## config.mk

```make
export PLATFORM = sky130hd
export DESIGN_NAME = alu_result_uart_tx
export DESIGN_NICKNAME = d
export VERILOG_FILES = /design/src/rtl/alu_pkg.sv /design/src/rtl/alu_result_uart_tx_baud_tick_gen.sv /design/src/rtl/alu_result_uart_tx.sv
export SDC_FILE = /design/constraint.sdc
export NUM_CORES = 1
export LEC_CHECK = 0
export ABC_AREA = 1
export BUFFER_PORTS_ARGS = -buffer_cell sky130_fd_sc_hd__buf_4
export CELL_PAD_IN_SITES_DETAIL_PLACEMENT = 2
export CELL_PAD_IN_SITES_GLOBAL_PLACEMENT = 2
export CORE_AREA = 2 2 74 76
export CTS_CLUSTER_SIZE = 10
export DETAILED_ROUTE_END_ITERATION = 6
export DIE_AREA = 0 0 76 78
export GPL_TIMING_DRIVEN = 1
export PLACE_DENSITY = 0.74
export RECOVER_POWER = 25
export SKIP_CTS_REPAIR_TIMING = 1
export SLEW_MARGIN = 25
export SYNTH_ARGS = -nofsm -noshare
export SYNTH_HDL_FRONTEND = slang
export SYNTH_SLANG_ARGS = --single-unit
```

## constraint.sdc

```tcl
create_clock -name clk -period 2.1 [get_ports clk]
set_clock_uncertainty 0.2 [all_clocks]
set_input_delay 0.105 -clock clk [delete_from_list [all_inputs] [get_ports clk]]
set_output_delay 0.105 -clock clk [all_outputs]
set_load 0.1 [all_outputs]
```

## src/rtl/alu_pkg.sv

```systemverilog
// ============================================================================
// Module      : alu_pkg
// Description : Shared widths, default timing and TX FSM state encoding for
//               the ALU datapath and its UART result transmitter.
// Revision    : 1.0 - initial release
// ============================================================================
`default_nettype none

package alu_pkg;

    localparam int NB_DATA_DEF      = 8;
    localparam int CLKS_PER_BIT_DEF = 5208;   // 50 MHz / 9600 baud
    localparam int NB_STATE         = 3;

    typedef enum logic [NB_STATE-1:0] {
        IDLE   = 3'd0,
        START  = 3'd1,
        DATA   = 3'd2,
        PARITY = 3'd3,
        STOP   = 3'd4
    } tx_state_e;

endpackage

`default_nettype wire

```

## src/rtl/alu_result_uart_tx_baud_tick_gen.sv

```systemverilog
// ============================================================================
// Module      : baud_tick_gen
// Description : Free-running bit-period counter; o_tick marks the last cycle
//               of each serial bit. i_clear restarts the period.
// Revision    : 1.0 - initial release
// ============================================================================
`default_nettype none

module baud_tick_gen
    import alu_pkg::*;
#(
    parameter int CLKS_PER_BIT = CLKS_PER_BIT_DEF
) (
    input  logic clk,
    input  logic i_rst_n,
    input  logic i_clear,
    output logic o_tick
);

    localparam int                NB_CNT   = (CLKS_PER_BIT > 1) ? $clog2(CLKS_PER_BIT) : 1;
    localparam logic [NB_CNT-1:0] CNT_LAST = NB_CNT'(CLKS_PER_BIT - 1);

    logic [NB_CNT-1:0] cnt_q;
    logic [NB_CNT-1:0] cnt_d;

    always_comb begin
        if (i_clear || (cnt_q == CNT_LAST)) begin
            cnt_d = '0;
        end else begin
            cnt_d = cnt_q + NB_CNT'(1);
        end
    end

    always_ff @(posedge clk or negedge i_rst_n) begin
        if (!i_rst_n) begin
            cnt_q <= '0;
        end else begin
            cnt_q <= cnt_d;
        end
    end

    assign o_tick = (cnt_q == CNT_LAST);

endmodule

`default_nettype wire

```

## src/rtl/alu_result_uart_tx.sv

```systemverilog
// ============================================================================
// Module      : alu_result_uart_tx
// Description : Serialises one ALU result word per valid/ready handshake as an
//               LSB-first UART frame (8N1 by default) on a registered TX line.
//               Define ALU_RESULT_TX_PARITY_EN to insert an even parity bit.
// Revision    : 1.0 - initial release
// ============================================================================
`default_nettype none

module alu_result_uart_tx
    import alu_pkg::*;
#(
    parameter int NB_DATA      = NB_DATA_DEF,
    parameter int CLKS_PER_BIT = CLKS_PER_BIT_DEF
) (
    input  logic               clk,
    input  logic               i_rst_n,
    input  logic [NB_DATA-1:0] i_data,
    input  logic               i_valid,
    output logic               o_ready,
    output logic               o_tx,
    output logic               o_busy,
    output logic               o_done
);

    localparam int                NB_IDX   = (NB_DATA > 1) ? $clog2(NB_DATA) : 1;
    localparam logic [NB_IDX-1:0] IDX_LAST = NB_IDX'(NB_DATA - 1);

    tx_state_e          state_q, state_d;
    logic [NB_DATA-1:0] shreg_q, shreg_d;
    logic [NB_IDX-1:0]  idx_q,   idx_d;
    logic               tx_q,    tx_d;
    logic               done_q,  done_d;
    logic               tick;
    logic               baud_clear;
`ifdef ALU_RESULT_TX_PARITY_EN
    logic               parity_q, parity_d;
`endif

    baud_tick_gen #(
        .CLKS_PER_BIT (CLKS_PER_BIT)
    ) u_baud (
        .clk     (clk),
        .i_rst_n (i_rst_n),
        .i_clear (baud_clear),
        .o_tick  (tick)
    );

    always_comb begin
        state_d    = state_q;
        shreg_d    = shreg_q;
        idx_d      = idx_q;
        tx_d       = tx_q;
        done_d     = 1'b0;
        baud_clear = 1'b0;
`ifdef ALU_RESULT_TX_PARITY_EN
        parity_d   = parity_q;
`endif
        case (state_q)
            IDLE: begin
                tx_d = 1'b1;
                if (i_valid) begin
                    state_d    = START;
                    shreg_d    = i_data;
                    idx_d      = '0;
                    tx_d       = 1'b0;
                    baud_clear = 1'b1;
`ifdef ALU_RESULT_TX_PARITY_EN
                    parity_d   = ^i_data;
`endif
                end
            end
            START: begin
                if (tick) begin
                    state_d = DATA;
                    tx_d    = shreg_q[0];
                    shreg_d = shreg_q >> 1;
                    idx_d   = '0;
                end
            end
            DATA: begin
                if (tick) begin
                    if (idx_q == IDX_LAST) begin
`ifdef ALU_RESULT_TX_PARITY_EN
                        state_d = PARITY;
                        tx_d    = parity_q;
`else
                        state_d = STOP;
                        tx_d    = 1'b1;
`endif
                    end else begin
                        tx_d    = shreg_q[0];
                        shreg_d = shreg_q >> 1;
                        idx_d   = idx_q + NB_IDX'(1);
                    end
                end
            end
`ifdef ALU_RESULT_TX_PARITY_EN
            PARITY: begin
                if (tick) begin
                    state_d = STOP;
                    tx_d    = 1'b1;
                end
            end
`endif
            STOP: begin
                if (tick) begin
                    state_d = IDLE;
                    done_d  = 1'b1;
                end
            end
            default: begin
                state_d = IDLE;
                tx_d    = 1'b1;
            end
        endcase
    end

    // Reset drives the line high immediately, aborting any frame in flight.
    always_ff @(posedge clk or negedge i_rst_n) begin
        if (!i_rst_n) begin
            state_q  <= IDLE;
            shreg_q  <= '0;
            idx_q    <= '0;
            tx_q     <= 1'b1;
            done_q   <= 1'b0;
`ifdef ALU_RESULT_TX_PARITY_EN
            parity_q <= 1'b0;
`endif
        end else begin
            state_q  <= state_d;
            shreg_q  <= shreg_d;
            idx_q    <= idx_d;
            tx_q     <= tx_d;
            done_q   <= done_d;
`ifdef ALU_RESULT_TX_PARITY_EN
            parity_q <= parity_d;
`endif
        end
    end

    assign o_ready = (state_q == IDLE);
    assign o_busy  = ~o_ready;
    assign o_tx    = tx_q;
    assign o_done  = done_q;

endmodule

`default_nettype wire

```

# ---- Yosys cells after proc, flatten, opt, wreduce, memory -nomap -nowiden
# Cells that the tools add are included.
dict set report totals {
  word_cells 52
  out_inout_bits 4
  regBits 29
  latchBits 0
  ram_bits 0
  memories 0
  rom_bits 0
}
dict set report op_classes {
  n_eq_ne 11
  order_cmp 0
  addsub 2
  multipliers 0
  reduce_logical 6
  n_bitwise 2
  div 0
  muxes 25
  shifts 0
}
# operator n
set op_table {}
lappend op_table {{$mux 8} 4}
lappend op_table {{$mux 3} 8}
lappend op_table {{$pmux 8 s3} 1}
lappend op_table {{$add 13x1->13 const B} 1}
lappend op_table {{$eq 13x13->1 const B} 1}
lappend op_table {{$mux 13} 1}
lappend op_table {{$ne 2x2->1 const B} 6}
lappend op_table {{$pmux 3 s4} 1}
lappend op_table {{$reduce_and 5->1} 2}
lappend op_table {{$pmux 3 s3} 1}
lappend op_table {{$mux 1} 8}
lappend op_table {{$eq 3x3->1 const B} 2}
lappend op_table {{$pmux 1 s4} 1}
lappend op_table {{$add 3x1->3 const B} 1}
lappend op_table {{$eq 3x1->1 const B} 1}
lappend op_table {{$eq 3x2->1 const B} 1}
lappend op_table {{$logic_not 3->1} 1}
lappend op_table {{$reduce_and 3->1} 1}
lappend op_table {{$reduce_bool 3->1} 1}
lappend op_table {{$not 1->1} 2}
lappend op_table {{$logic_or 1x1->1} 1}

# ---- Depth between registers and ports, before layout
# Gate-level depths: netlist (run 1).
dict set report logic_depth {
  ltp_word 4
  mapped_depth 9
  ltp_nobuf 8
}

# ---- Cells and area by module
# From an unflattened synthesis (run 1), not the netlist that was laid out.
dict set report hier_totals {
  hier_cells 229
  hier_area_um2 1686.6
}
# mod area_per_inst_um2 instances cells_each
set by_module_without_submodules {}
lappend by_module_without_submodules {alu_result_uart_tx 950.9 1 130}
lappend by_module_without_submodules {baud_tick_gen 735.7 1 99}

# ---- Worst setup path after synthesis (run 1)
# No wires, ideal clock.
dict set report synth_timing {
  kind {reg-to-output}
  from {register state_q[1]}
  to {output o_busy}
  stages_incl_launch_ff 3
  slack_ns -2.078
  arrival_time_ns 3.873
  required_ns 1.795
  path_cell_list {dfrtp_1 nor3_1 inv_1}
}
dict set report synth_between {
  elab_chain_len 2
}
# item line
set synth_rtl {}
lappend synth_rtl {{start: declaration} alu_result_uart_tx.sv:29} ;# tx_state_e state_q, state_d;
lappend synth_rtl {{start signal: assignment} alu_result_uart_tx.sv:131} ;# state_q <= state_d;
lappend synth_rtl {{$logic_not 3->1} alu_result_uart_tx.sv:142} ;# assign o_ready = (state_q == IDLE);
lappend synth_rtl {{net o_ready} alu_result_uart_tx.sv:20} ;# output logic o_ready,
lappend synth_rtl {{$not 1->1} alu_result_uart_tx.sv:143} ;# assign o_busy = ~o_ready;
lappend synth_rtl {{end: declaration} alu_result_uart_tx.sv:22} ;# output logic o_busy,
# The timed path passes the listed nets, and every way through them passes these cells.

# ---- Worst setup path in the final report (run 1)
dict set report layout_timing {
  from {register state_q[1]}
  to {register shreg_q[4]}
}
dict set report layout_between {
  elab_chain_len 3
}
# item line
set layout_rtl {}
lappend layout_rtl {{$eq 3x2->1 (tied with other cells)} alu_result_uart_tx.sv:59} ;# case (state_q)
lappend layout_rtl {{$ne 2x2->1 (no source line) / $reduce_bool 3->1 (equally long branches)} -}
lappend layout_rtl {{$reduce_and 5->1 (no source line)} -}
lappend layout_rtl {{end signal: assignment} alu_result_uart_tx.sv:132} ;# shreg_q <= shreg_d;
lappend layout_rtl {{end: declaration} alu_result_uart_tx.sv:30} ;# logic [NB_DATA-1:0] shreg_q, shreg_d;
# Several ways; a longest one is shown, not always the timed one.
# A chain may end at the register's enable or synchronous reset.

==> summary.txt, run 1 <==
Setup path
  – CP required: 2.08 ns
  – Setup crit start kind: flip-flop
  – Top cell by count, worst path: nand2_2
  – Arr. time, crit path: 1.88 ns
  – Worst-path fanout max: 11
  – WS Path Type: reg -> reg
  – Worst path slowest cell: dfrtp_1
  – Crit. End Element: flip-flop
  – Path depth of the worst reg2reg path: 7
  – Worst path cell trace: nor2_2, nand2_2, nand2_2, nand2_4, nand3_4, nand2_2, nand2_2
  – Slowest Stage Delay on Critical Path: 0.50 ns

Floorplanning
  – Die area: 0.00593 mm2
  – Num ports: 15
  – Core area: between 0.005 and 0.006 mm2
  – Chip Width: 76 um
  – Initial Util: 34.4%
  – Num rows: 26
  – Die Height: 78 um

Routing
  – Detail Route Antenna Nets: 0
  – # DRC: 0
  – Via density: 4.93
  – Via count: 1503
  – 1st-pass router iterations: 4
  – DRT Wirelength: 4740 um
  – WL/cell: 15.5 um
  – Iteration-0 DRC count of the detailed router: 51

Timing
  – Peak Freq: 526 MHz
  – Tcrit/Tclk final: 90.5%
  – Final Hold Slack: -0.00689 ns
  – Fin. max-slew vios: 0
  – Count of final setup violators: 0
  – Slew @ Worst Pin: a little under 0.8 ns
  – RSZ-0062 raised after global routing: false
  – Minimum clock period: 1.90 ns
  – Final total negative setup slack: 0 ns
  – Final-report hold violation count: 1
  – Final WS setup: 0.201 ns
  – Worst slew margin: a little under half

Logic synthesis
  – Post-synthesis sequential area ratio: 41.9%
  – Post-synthesis simple-gate area fraction: 43.5%
  – Synth Instances: 214
  – Synth Area in XOR/XNOR: 1.01%
  – Syn Nets: 228
  – Synth Area per Inst: 8.10 um2
  – Post-synthesis mux area share: 0%
  – Largest family of logic cells by synthesized area: simple AND/OR/NAND/NOR gates
  – Seq cells post-synth: 29
  – Adder-Cell Fraction of Synth Area: 2.17%
  – Synth warn: 0
  – Top cells by area, synth: dfrtp_1 40%, nand2_1 12%, nand2_2 7.9%, nand3_1 4.6%, nor2_1 4.5%
  – Compound-Gate Fraction of Synth Area: 3.18%
  – Yosys top cell area share: roughly two fifths
  – Cell taking the most area after synthesis: dfrtp_1
  – Netlist cell types: 29
  – Synth Cell Area: 0.00173 mm2

Global routing
  – GR Layer Usage met1: 21.9%
  – Initial antenna violation count: 0
  – Gr ovfl total: 0
  – GR peak layer: met2
  – Largest net degree at the start of global routing: 30
  – GR Util met3: 3.95%
  – GR Util All Layers: 17.7%
  – Vias in the first global route: 1634
  – Global-route wire length before repair: 8180 um
  – Met2 Usage GRT: 31.3%

Clock tree
  – Clock latency on the worst-skew pair: 0.28 ns
  – Clock root cell: clkbuf_8
  – Num CTS Buffers: 5
  – H-Tree Depth: 2
  – Num Clock Sinks: 29
  – Longest Clk Path Bufs: 2
  – CTS tree: built
  – Clock transition at path regs: 0.07 ns

Run status
  – Failing checks: hold timing
  – Status: finished, violations left

Finish
  – Commonest non-fill, non-tap cell in the layout: nand2_1
  – Layout cells sized above 1: 28.5%
  – Most frequent cells in the layout: 54 x nand2_1, 28 x dfrtp_1, 22 x nand2_2, 20 x nor2_1, 16 x nand3_1
  – Area Overhead vs Synth: 16.3%
  – Antenna Diode Count: 0
  – Final net count: 248
  – Fill cells: between 500 and 600

Placed design
  – PortBufs: 14
  – Place WS: 0.190 ns
  – DP HPWL: 3650 um
  – Placer Congestion: between 0.8 and 0.9

Power
  – Static Leak: ~0.99 nW
  – Power per cell area: between 1500 and 2000 mW/mm2
  – Tot Pwr: 3.02 mW
  – Maximum vdd drop: a little under 0.6 mV

Job
  – Max-cap violations: 0

Hold path
  – Hold crit path type: in -> reg
  – Worst hold stages: 5
-- power breakdown --
| part | switching (mW) | internal [mW] | leakage, nW |
|---|---|---|---|
| Clock | 0.227 | 0.296 | 0.0542 |
| Sequential | 0.161 | 0.727 | 0.381 |
| Combinational | 1.11 | 0.500 | 0.550 |
-- state kept, by name, summed over array words and instances (netlist names) --
signal,count
idx_q,3
o_done,1
o_tx,1
shreg_q,8
state_q,3
u_baud.cnt_q,13
-- per-layer routing --
metal / vias up / share of wire, %
met3: 4 / 2.1
li1: 732 / -
met2: 15 / 54
met1: 752 / 43
met4: 0 / 0.84
met5: - / 0
-- Yosys cell counts (all sizes together) --
cell type  number
ha              3
nand3          19
nand4          10
nor3b           2
nand2          80
o21ai           5
a21oi           4
bufinv          1
a31oi           1
dfstp           1
dfrtp          28
buf             4
xor2            2
nor2           24
inv            20
nand3b          1
nor3            9
-- layout make-up --
| type | instances | area, um2 | share of cell area, % |
|---|---|---|---|
| clock buffer | 7 | 96.3 | 4.78 |
| clock inverter | 1 | 5.00 | 0.248 |
| inverter | 21 | 92.6 | 4.59 |
| multi-input combinational | 160 | 877 | 43.5 |
| sequential | 29 | 727 | 36.1 |
| tap | 70 | 87.6 | 4.35 |
| timing repair buffer | 17 | 130 | 6.46 |
-- worst paths after layout --
path | startpoint | end | slack [ns]
hold reg to reg | u_baud.cnt_q[0] | u_baud.cnt_q[0] | 0.27
setup reg to reg | state_q[1] | shreg_q[4] | 0.20
setup / recovery | state_q[1] | shreg_q[4] | 0.20
min in group asynchronous | i_rst_n | u_baud.cnt_q[3] | 0.24
max in group asynchronous | i_rst_n | idx_q[1] | 0.97
hold / removal | i_data[7] | shreg_q[7] | -0.007
-- critical path: cells and delay by family, from the launching register on --
family        cells  cell delay, ns
simple gates      7            1.08
flops             1            0.50
-- kinds of logic after synthesis --
kind of cell             Yosys count
AND/OR/NAND/NOR                  145
flip-flops                        29
buffers and inverters             25
AO/OA/AOI/OAI                     10
adder cells (fa/ha/maj)            3
XOR/XNOR                           2
-- through the flow --
stage	cell area (um2)	std cells	hold slack [ns]	util (%)
after floorplan	1740	214	-0.391	-
after global placement	1890	295	-0.139	37.6
after detailed placement	1890	295	-0.131	37.6
after CTS	2000	303	-0.443	39.6
after global routing	2020	305	0.0182	40.0
final	2020	305	-0.00689	40.0
(Power assumes the default switching activity.)
==> run 2, diff against run 1 <==
--- a/config.mk
+++ b/config.mk
@@ -9,10 +9,11 @@
 export BUFFER_PORTS_ARGS = -buffer_cell sky130_fd_sc_hd__buf_4
 export CELL_PAD_IN_SITES_DETAIL_PLACEMENT = 2
 export CELL_PAD_IN_SITES_GLOBAL_PLACEMENT = 2
-export CORE_AREA = 2 2 74 76
+export CORE_AREA = 2 2 61 92
+export CTS_BUF_LIST = sky130_fd_sc_hd__clkbuf_16
 export CTS_CLUSTER_SIZE = 10
 export DETAILED_ROUTE_END_ITERATION = 6
-export DIE_AREA = 0 0 76 78
+export DIE_AREA = 0 0 63 94
 export GPL_TIMING_DRIVEN = 1
 export PLACE_DENSITY = 0.74
 export RECOVER_POWER = 25
==> summary.txt, run 2 (synthesis gave the netlist of run 1 again) <==
Run status
  – Status: finished, violations left
  – Failing checks: hold timing

Routing
  – WL/cell: 15.0 um
  – DRT Wirelength: 4610 um
  – Via count: 1508
  – 1st-pass router iterations: 3
  – Via density: ~4.9
  – Iteration-0 DRC count of the detailed router: 31
  – # DRC: 0
  – Detail Route Antenna Nets: 0

Finish
  – Most frequent cells in the layout: 54 x nand2_1, 28 x dfrtp_1, 22 x nand2_2, 21 x nor2_1, 17 x buf_4
  – Max reg flops: 13
  – Final net count: 251
  – Fill cells: 627
  – Fin util: 40.7%
  – Reg with most FFs: u_baud.cnt_q
  – Area Overhead vs Synth: 19.4%
  – Antenna Diode Count: 0
  – Top Registers: u_baud.cnt_q (13), shreg_q (8)
  – Commonest non-fill, non-tap cell in the layout: nand2_1
  – Layout cells sized above 1: 28.2%
  – Final Non-Filler Cells: between 300 and 400
  – Post-route cell area: 0.00207 mm2

Hold path
  – Hold crit path type: in -> reg
  – Hold Crit Start: i_data[7]

Timing
  – Peak Freq: ~520 MHz
  – Fin. max-slew vios: 0
  – Tcrit/Tclk final: 90.7%
  – Final-report hold violation count: 1
  – RSZ-0062 raised after global routing: false
  – Minimum clock period: 1.91 ns
  – Final total negative setup slack: 0 ns
  – Count of final setup violators: 0
  – Worst slew margin: 47.4%
  – Slew @ Worst Pin: 0.789 ns
  – Final Hold Slack: -0.00223 ns

Clock tree
  – CTS tree: built
  – Longest Clk Path Bufs: 2
  – Clock transition at path regs: 0.05 ns
  – Num CTS Buffers: 5
  – Num Clock Sinks: 29
  – H-Tree Depth: 2
  – Clock latency on the worst-skew pair: 0.28 ns
  – Clock root cell: clkbuf_16

Setup path
  – Worst path cell trace: ha_1, nand2_2, nor2_2, nand3_4, nand2_4, nand3_4, nand2_2, nand2_2
  – WS Path Type: reg -> reg
  – Critical R2R Launch: u_baud.cnt_q[0]
  – Worst path slowest cell: dfrtp_1
  – CP required: 2.06 ns
  – Slowest Stage Delay on Critical Path: around 0.38 ns
  – Worst-path fanout max: 11
  – Top cell family by delay on the critical path: simple AND/OR/NAND/NOR gates
  – Setup crit start kind: flip-flop
  – Crit path from: u_baud.cnt_q[0]
  – Top cell by count, worst path: nand2_2
  – Crit. End Element: flip-flop
  – Critical path buffers and inverters: 0
  – Arr. time, crit path: 1.87 ns

Floorplanning
  – Core area: 0.00508 mm2
  – Die area: 0.00592 mm2
  – Num rows: 32
  – Num ports: 15
  – Die Height: around 94 um
  – Initial Util: 34.1%
  – Chip Width: 63 um

Global routing
  – Initial antenna violation count: 0
  – Global-route wire length before repair: just over 8000 um
  – Largest net degree at the start of global routing: 30
  – GR Util All Layers: 18.1%
  – Vias in the first global route: 1713
  – Gr ovfl total: 0

Power
  – Static Leak: 1.01 nW
  – Power per cell area: 1550 mW/mm2
  – Maximum vdd drop: 0.632 mV

Placed design
  – DP HPWL: 3410 um
  – Placed cell count: slightly below 300
  – Placer Congestion: 0.770
  – Post-DP Area: 0.00191 mm2
  – PortBufs: 14

Job
  – Max-cap violations: 0
run 2: cell count changes in the layout (fill, tap and decap cells not counted), sizes merged:
cell,before,now
buf,14,17
clkbuf,8,6
clkinv,1,3
run 2: final timing paths:
kind	end	slack, ns	cells after the start
max	shreg_q[0]	0.19	8
min	shreg_q[7]	-0.002	5
max reg2reg	shreg_q[0]	0.19	8
min reg2reg	u_baud.cnt_q[0]	0.28	1
max in group asynchronous	shreg_q[5]	0.95	2
min in group asynchronous	u_baud.cnt_q[7]	0.25	2
run 2: layer usage:
| metal | up-vias | track usage [%] | share of wire (%) |
|---|---|---|---|
| met5 | - | 0 | 0 |
| met4 | 0 | 7.59 | 1.8 |
| met3 | 5 | 3.00 | 1.9 |
| met2 | 15 | 36.1 | 58 |
| met1 | 752 | 18.1 | 38 |
| li1 | 736 | - | - |
run 2: worst reg2reg max path: stages, from the launching register on:
cell	delay (ns)
dfrtp_1	0.38
ha_1	0.24
nand2_2	0.10
nor2_2	0.16
nand3_4	0.14
nand2_4	0.17
nand3_4	0.22
nand2_2	0.14
nand2_2	0.05
run 2: area by class of cell:
cell class	instances	area (um2)	area share [%]
Clock buffer	5	125	6.05
Clock inverter	3	12.5	0.605
Inverter	21	92.6	4.47
Multi-Input combinational cell	160	875	42.3
Sequential cell	29	727	35.1
Tap cell	68	85.1	4.11
Timing Repair Buffer	20	153	7.38
run 2: metrics by stage:
stage | setup slack (ns) | power [mW] | hold slack [ns]
floorplan | -0.186 | 2.27 | -0.391
global placement | 0.277 | 2.52 | -0.131
detailed placement | 0.216 | 2.56 | -0.133
CTS | 0.149 | 3.27 | -0.425
global route | 0.0347 | 3.46 | 0.0195
finish | 0.195 | 3.21 | -0.00223
run 2: where the power goes:
part | internal, mW | total [mW] | switching (mW)
clock network | 0.428 | 0.679 | 0.251
logic | 0.534 | 1.64 | 1.11
registers | 0.728 | 0.886 | 0.158
total | 1.69 | 3.21 | 1.52
==> run 3, diff against run 2 <==
--- a/config.mk
+++ b/config.mk
@@ -9,13 +9,13 @@
 export BUFFER_PORTS_ARGS = -buffer_cell sky130_fd_sc_hd__buf_4
 export CELL_PAD_IN_SITES_DETAIL_PLACEMENT = 2
 export CELL_PAD_IN_SITES_GLOBAL_PLACEMENT = 2
-export CORE_AREA = 2 2 61 92
+export CORE_AREA = 2 2 64 96
 export CTS_BUF_LIST = sky130_fd_sc_hd__clkbuf_16
 export CTS_CLUSTER_SIZE = 10
 export DETAILED_ROUTE_END_ITERATION = 6
-export DIE_AREA = 0 0 63 94
+export DIE_AREA = 0 0 66 98
 export GPL_TIMING_DRIVEN = 1
-export PLACE_DENSITY = 0.74
+export PLACE_DENSITY = 0.71
 export RECOVER_POWER = 25
 export SKIP_CTS_REPAIR_TIMING = 1
 export SLEW_MARGIN = 25
==> constraint.sdc (replaced) <==
create_clock -name clk -period 1.6 [get_ports clk]
set_clock_uncertainty 0.2 [all_clocks]
set_input_delay 0.08 -clock clk [delete_from_list [all_inputs] [get_ports clk]]
set_output_delay 0.08 -clock clk [all_outputs]
set_load 0.1 [all_outputs]
==> summary.txt, run 3 (synthesis gave the netlist of run 1 again) <==
Run status
  – Status: finished, violations left
  – Failing checks: setup timing

Finish
  – Antenna Diode Count: 0
  – Area Overhead vs Synth: 48.4%
  – Top Registers: u_baud.cnt_q (13), shreg_q (8)
  – Layout cells sized above 1: 45.3%
  – Most frequent cells in the layout: 50 x nand2_1, 43 x buf_4, 27 x dfrtp_1, 22 x nand2_2, 16 x nand3_1
  – Final net count: 288
  – Reg with most FFs: u_baud.cnt_q
  – Final Non-Filler Cells: ~350
  – Max reg flops: 13
  – Post-route cell area: 0.00257 mm2
  – Fin util: between 40% and 50%
  – Commonest non-fill, non-tap cell in the layout: nand2_1

Global routing
  – GR Util All Layers: about 17%
  – Largest net degree at the start of global routing: 30
  – Gr ovfl total: 0
  – Vias in the first global route: 1806
  – Initial antenna violation count: 0
  – Global-route wire length before repair: 8450 um

Floorplanning
  – Die Height: 98 um
  – Num ports: 15
  – Chip Width: around 66 um
  – Core area: 0.00570 mm2
  – Initial Util: 30.4%
  – Num rows: 34
  – Die area: 0.00647 mm2

Timing
  – Final Hold Slack: 0.00492 ns
  – Worst slew margin: between 40% and 50%
  – Tcrit/Tclk final: 105%
  – Final-report hold violation count: 0
  – Slew @ Worst Pin: 0.793 ns
  – Final WS setup: -0.0749 ns
  – Count of final setup violators: 17
  – Peak Freq: 597 MHz
  – Final total negative setup slack: -0.529 ns
  – Minimum clock period: 1.67 ns
  – RSZ-0062 raised after global routing: true
  – Fin. max-slew vios: 0

Setup path
  – RR Endpoint: shreg_q[3]
  – Crit. End Element: output pin
  – Path depth of the worst reg2reg path: 7
  – Worst-path fanout max: 5
  – Worst path cell trace: buf_6, nor3_4, buf_6, inv_2, buf_12
  – Worst path slowest cell: dfrtp_2
  – WS Path Type: reg -> out
  – Slowest Stage Delay on Critical Path: between 0.4 and 0.5 ns
  – Reg2reg setup slack: -0.07 ns
  – Arr. time, crit path: 1.39 ns
  – Top cell by count, worst path: buf_6
  – CP required: 1.32 ns
  – Setup crit start kind: flip-flop
  – Critical R2R Launch: state_q[1]

Routing
  – # DRC: 0
  – 1st-pass router iterations: 3
  – DRT Wirelength: between 5000 and 6000 um
  – Via count: about 1700
  – WL/cell: 17.0 um
  – Iteration-0 DRC count of the detailed router: 40
  – Via density: roughly 4.8
  – Detail Route Antenna Nets: 0

Power
  – Static Leak: 1.26 nW
  – Power per cell area: just over 2000 mW/mm2
  – Maximum vdd drop: 0.617 mV

Hold path
  – Hold Crit Start: i_valid
  – Hold endpoint: state_q[0]
  – Worst hold stages: 4
  – Hold crit path type: in -> reg

Clock tree
  – H-Tree Depth: 2
  – CTS tree: built
  – Num CTS Buffers: 5
  – Clock root cell: clkbuf_16
  – Clock latency on the worst-skew pair: 0.27 ns
  – Clock transition at path regs: 0.05 ns
  – Num Clock Sinks: 29
  – Longest Clk Path Bufs: 2

Placed design
  – Post-DP Area: about 0.0022 mm2
  – DP HPWL: 3910 um
  – Placer Congestion: 0.720
  – Placed cell count: 332
  – PortBufs: 14

Job
  – Max-cap violations: 0
[run 3: changes by cell type in the layout (fill, tap and decap cells not counted), sizes merged]
cell / before / now
clkbuf: 6 / 7
clkinv: 3 / 1
buf: 17 / 52
nand3: 19 / 20
inv: 20 / 21
[run 3: worst max-delay path by stage]
stage,cells after the start,slack [ns],endpoint,start
floorplan,2,-0.66,o_busy,state_q[0]
global placement,8,-0.03,idx_q[0],u_baud.cnt_q[1]
detailed placement,8,-0.09,idx_q[0],u_baud.cnt_q[0]
CTS,4,-0.16,o_ready,state_q[2]
global route,7,-0.13,shreg_q[3],state_q[1]
finish,5,-0.07,o_busy,state_q[1]
[run 3: area by class of cell]
class	count	area, um2
flip-flops and latches	29	728
repair buffers	56	504
inverters	21	92.6
well taps	72	90.1
multi-input cells	161	1020
clock inverters	2	7.51
clock buffers	5	125
fillers	660	3130
[run 3: worst max-delay path: cells and delay by family, from the launching register on]
kind                   cells  cell delay (ns)
buffers and inverters      4             0.46
DFF                        1             0.45
and+or+nand+nor            1             0.20
[run 3: metal layers]
metal  vias up  part of all wire (%)  global-route usage (%)
met3         8                   1.5                    3.11
met4         0                   1.4                    5.18
li1        808                     -                       -
met2        15                    61                    34.9
met1       827                    36                    16.7
met5         -                     0                       0
[run 3: metrics by stage]
step                      worst slack (ns)  power [mW]
after floorplan                     -0.661        2.98
after global placement             -0.0340        3.69
after detailed placement           -0.0943        3.78
after CTS                           -0.163        4.70
after global routing                -0.128        5.59
final                              -0.0749        5.25
[run 3: power by group]
group          switching, mW  internal [mW]  leakage, nW
combinational           1.85           1.37        0.808
clock                  0.318          0.555       0.0685
sequential             0.199          0.958        0.380
total                   2.37           2.88         1.26
